<file path="config.mk">
export PLATFORM = sky130hd
export DESIGN_NAME = mult_booth_unit
export DESIGN_NICKNAME = d
export VERILOG_FILES = /design/src/rtl/mult_booth_unit.sv
export SDC_FILE = /design/constraint.sdc
export NUM_CORES = 1
export LEC_CHECK = 0
export BUFFER_PORTS_ARGS = -buffer_cell sky130_fd_sc_hd__buf_2
export CAP_MARGIN = 0
export CORE_MARGIN = 2
export CORE_UTILIZATION = 35
export CTS_CLUSTER_DIAMETER = 100
export DETAILED_ROUTE_END_ITERATION = 10
export PLACE_DENSITY_LB_ADDON = 0.12
export SLEW_MARGIN = 10
export SYNTH_ARGS = -nofsm -noshare
export SYNTH_HDL_FRONTEND = slang
export SYNTH_SLANG_ARGS = --single-unit
export TNS_END_PERCENT = 20
</file>
<file path="constraint.sdc">
create_clock -name Clk -period 5.75 [get_ports Clk]
set_input_delay 0.2875 -clock Clk [delete_from_list [all_inputs] [get_ports Clk]]
set_output_delay 0.2875 -clock Clk [all_outputs]
set_load 0.005 [all_outputs]
</file>
<file path="src/rtl/mult_booth_unit.sv">
// Multicycle radix-2 Booth multiplier for MULT/MULTU. Operands are extended by one
// bit so signed and unsigned products share one datapath; result lands in Hi/Lo.
module mult_booth_unit #(
    parameter int WIDTH = 32,
    parameter int ITER  = WIDTH + 1
) (
    input  logic             Clk,
    input  logic             Reset,
    input  logic             Start,
    input  logic             Signed,
    input  logic [WIDTH-1:0] OpA,
    input  logic [WIDTH-1:0] OpB,
    output logic             Busy,
    output logic             Done,
    output logic [WIDTH-1:0] Hi,
    output logic [WIDTH-1:0] Lo
);

    localparam int P_W = 2 * (WIDTH + 1) + 1;
    localparam int CW  = $clog2(ITER + 1);

    localparam logic [1:0] S_IDLE = 2'd0;
    localparam logic [1:0] S_RUN  = 2'd1;
    localparam logic [1:0] S_DONE = 2'd2;

    localparam logic [CW-1:0] ITER_C = CW'(ITER);

    // One Booth step: add/subtract on the upper half, then arithmetic shift right.
    function automatic logic [P_W-1:0] booth_step(input logic [P_W-1:0] p,
                                                  input logic [WIDTH:0] mcand);
        logic [WIDTH:0] upper;
        upper = p[P_W-1:WIDTH+2];
        case (p[1:0])
            2'b01:   upper = upper + mcand;
            2'b10:   upper = upper - mcand;
            default: upper = p[P_W-1:WIDTH+2];
        endcase
        return {upper[WIDTH], upper, p[WIDTH+1:1]};
    endfunction

    logic [1:0]       r_state;
    logic [WIDTH:0]   r_mcand;
    logic [P_W-1:0]   r_p;
    logic [CW-1:0]    r_cnt;
    logic             r_busy;
    logic             r_done;
    logic [WIDTH-1:0] r_hi;
    logic [WIDTH-1:0] r_lo;

    logic [WIDTH:0]   w_mcand_ext;
    logic [WIDTH:0]   w_mplr_ext;
    logic [P_W-1:0]   w_p_step;

    // Operand extension and next Booth step value.
    always_comb begin
        w_mcand_ext = {Signed & OpA[WIDTH-1], OpA};
        w_mplr_ext  = {Signed & OpB[WIDTH-1], OpB};
        w_p_step    = booth_step(r_p, r_mcand);
    end

    // Control FSM, Booth datapath and result registers.
    always_ff @(posedge Clk) begin
        if (!Reset) begin
            r_state <= S_IDLE;
            r_mcand <= '0;
            r_p     <= '0;
            r_cnt   <= '0;
            r_busy  <= 1'b0;
            r_done  <= 1'b0;
            r_hi    <= '0;
            r_lo    <= '0;
        end else begin
            case (r_state)
                S_IDLE, S_DONE: begin
                    r_done <= 1'b0;
                    if (Start) begin
                        r_mcand <= w_mcand_ext;
                        r_p     <= {{(WIDTH + 1){1'b0}}, w_mplr_ext, 1'b0};
                        r_cnt   <= ITER_C;
                        r_busy  <= 1'b1;
                        r_state <= S_RUN;
                    end else begin
                        r_state <= S_IDLE;
                    end
                end
                S_RUN: begin
                    r_p   <= w_p_step;
                    r_cnt <= r_cnt - CW'(1);
                    // Last step: low 2*WIDTH bits of the extended product go to Hi/Lo.
                    if (r_cnt == CW'(1)) begin
                        r_hi    <= w_p_step[2*WIDTH:WIDTH+1];
                        r_lo    <= w_p_step[WIDTH:1];
                        r_busy  <= 1'b0;
                        r_done  <= 1'b1;
                        r_state <= S_DONE;
                    end else begin
                        r_state <= S_RUN;
                    end
                end
                default: begin
                    r_busy  <= 1'b0;
                    r_done  <= 1'b0;
                    r_state <= S_IDLE;
                end
            endcase
        end
    end

    assign Busy = r_busy;
    assign Done = r_done;
    assign Hi   = r_hi;
    assign Lo   = r_lo;

endmodule

</file>
==> flow_summary.ini <==
[detailed_routing]
first_iter_violations = 351
post_drt_wl_per_cell_um = 16.3
drc = 0
drtPass1Iterations = 4
viasPerCell = 5.17
vias = 8050
routed_wirelength_um = 25400
drtAntennaViolNets = 0

[die]
die_y_um = 166
die_w_um = 166
io_pins = 134
fp-row-count = 59
core_um2 = 25900
die_area_um2 = 27500
start_util_pct = 35.4

[placement]
dp_hpwl_um = 17700
gp_congestion = 0.878
place.port_buffers = 133
placed_area_um2 = 10100

[worst_setup_path]
required_ns = 6.05
crit_path_end_kind = register
cp_max_fo = 7
reg2reg_to = r_p[65]$_SDFFE_PN0P_
r2r_cells = 15
cp-startpoint = r_mcand[2]$_SDFFE_PN0P_
cp.arrival_ns = 4.97
reg2reg_slack_ns = 1.07
criticalPathCategory = register to register
start_kind = register
rr_startpoint = r_mcand[2]$_SDFFE_PN0P_

[hold_path]
min-delay-start = OpA[22]
hold_depth = 3
hold_path.class = input pin to register
hold_end = r_mcand[22]$_SDFFE_PN0P_

[cts]
cts_tree = yes
cts_sinks = 173
cts_made_buffers = 17
path_clk_slew_ns = 0.07
cts_root_buf = clkbuf_16
cts_resized = 0
ctsLongestPathBuffers = 2
hold_buffers = 0
post-cts-setup-buffers = 0
clock_latency_ns = 0.44
htree_num_levels = 4

[logic_synthesis]
ys_top_cells_by_count = nand2_1, dfxtp_1, a21boi_0
avgSynthCellArea_um2 = 8.16
synthArstFlopShare_pct = 0
synth_area_leaders = dfxtp_1, nand2_1, a21boi_0
synth_edf_count = 0
syn-cell-area_um2 = 9180
ys_ff_latch = 173
syn_inst = 1124
yosys.area.top_type = dfxtp_1
yosysMostFrequentCell = nand2_1
ys_types = 69
ys_warn_count = 0
synth_fp_nets = 1229
yosysSeqAreaShare_pct = 37.7
synth_ff_type = dfxtp_1
synth_top_area_share_pct = 37.7

[pwr]
p_per_area_nw_per_um2 = 294
p_leak_nw = 4.38
ir_worst_vdd_mv = 0.181

[cells_and_area]
regArea_um2 = 3460
synthToLayoutAreaGrowth_pct = 16.0
drive_gt1_share_pct = 16.0
post-route-cell-area_um2 = 10600
multi_input_area_um2 = 5350
n_fill_cell = 2732
finalNetCount = 1312

[sta]
fin_skew_ns = 0.0118
post-route-period-util_pct = 81.3
slew_viol_final = 0
rsz0062_at_grt = false
fin_crit_ns = 4.68
setup_tns_ns = 0
hold_viol_final = 0
worstMarginPinSlew_ns = 1.02
setup_viol = 0
slew_headroom_pct = 32.0
fmax_ghz = 0.214

[global_routing]
grt_pass1_vias = 8018
grt_pass1_wl_um = 42100
overflow = 0
grtUsageTotal_pct = 18.7
antenna_found_initial = 3
grt_max_degree = 87

[run_status]
outcome = completed

[job]
cap_violations = 0
## logic make-up after synthesis
logic type | synth area share [%]
mux | 1.45
xor+xnor | 5.43
fa+ha+maj | 5.13
compound gates | 27.6
buf+inv | 4.19
flops | 37.7
simple gates | 18.4
## layout by cell type, fill, tap and decap left out, types with 17 or more instances in the layout
| master | synthesis | routed |
|---|---|---|
| nand2_1 | 219 | 218 |
| dfxtp_1 | 173 | 173 |
| buf_2 | 4 | 132 |
| a21boi_0 | 87 | 87 |
| a21oi_1 | 73 | 73 |
| o21ai_0 | 51 | 51 |
| nor2_1 | 51 | 50 |
| xnor2_1 | 46 | 46 |
| ha_1 | 36 | 35 |
| a22oi_1 | 33 | 33 |
| inv_1 | 24 | 24 |
| o21ai_1 | 19 | 19 |
| a21o_1 | 18 | 18 |
| clkbuf_16 | 0 | 17 |
## worst max path at each step
stage                           endpoint  slack [ns]  cells past startpoint
floorplan           r_p[65]$_SDFFE_PN0P_        1.76                     17
global placement    r_p[65]$_SDFFE_PN0P_        1.26                     15
detailed placement  r_p[65]$_SDFFE_PN0P_        1.12                     15
CTS                 r_p[65]$_SDFFE_PN0P_        1.12                     15
global route        r_p[65]$_SDFFE_PN0P_        0.76                     15
finish              r_p[65]$_SDFFE_PN0P_        1.07                     15
## flip-flops by register name, summed over array words and instances (netlist names)
name	count
r_p	66
Busy	1
r_mcand	33
r_cnt	6
Done	1
r_state	2
Hi	32
Lo	32
## worst max-delay path, stage by stage, from the launching register on
cell and delay, ns:
dfxtp_1 0.35, or3_1 0.43, nor4_1 0.55, and2_1 0.30, and3b_1 0.33, a21oi_1 0.13
xnor2_1 0.16, ha_1 0.38, a21o_1 0.23, a21o_1 0.20, a2111oi_0 0.47, o32ai_1 0.19
a21o_1 0.23, a311o_1 0.34, xnor2_1 0.19, o31ai_2 0.07
## power breakdown
part           total, mW  internal [mW]  switching [mW]
Clock               1.15          0.583           0.571
Sequential          1.31           1.26          0.0517
Combinational      0.667          0.265           0.402
Total               3.13           2.10            1.03
## routing by layer
metal,GRT usage [%],wire length (um),vias to the layer above
met5,0,29,-
met4,5.52,400,4
met3,4.50,1450,29
met2,29.8,11400,180
met1,25.0,12200,3712
li1,-,-,4125
## cell type report
type / instances / area share, %
multi-input cells: 850 / 50.3
flip-flops and latches: 173 / 32.5
repair buffers: 141 / 6.84
clock buffers: 18 / 4.03
well taps: 335 / 3.94
clock inverters: 14 / 1.43
inverters: 24 / 0.847
diodes: 2 / 0.0470
## metrics by stage
| step | hold slack [ns] | util [%] | setup WS, ns | cells | total power [mW] |
|---|---|---|---|---|---|
| finish | 0.105 | 41.1 | 1.07 | 1557 | 3.13 |
| global route | 0.106 | 41.0 | 0.755 | 1555 | 3.30 |
| CTS | 0.0905 | 41.0 | 1.12 | 1555 | 3.17 |
| detailed placement | 0.451 | 38.8 | 1.12 | 1523 | 2.01 |
| global placement | 0.443 | 38.8 | 1.26 | 1523 | 2.00 |
| floorplan | 0.425 | - | 1.76 | 1124 | 1.82 |
No activity file was read; power rests on OpenSTA's default activity.
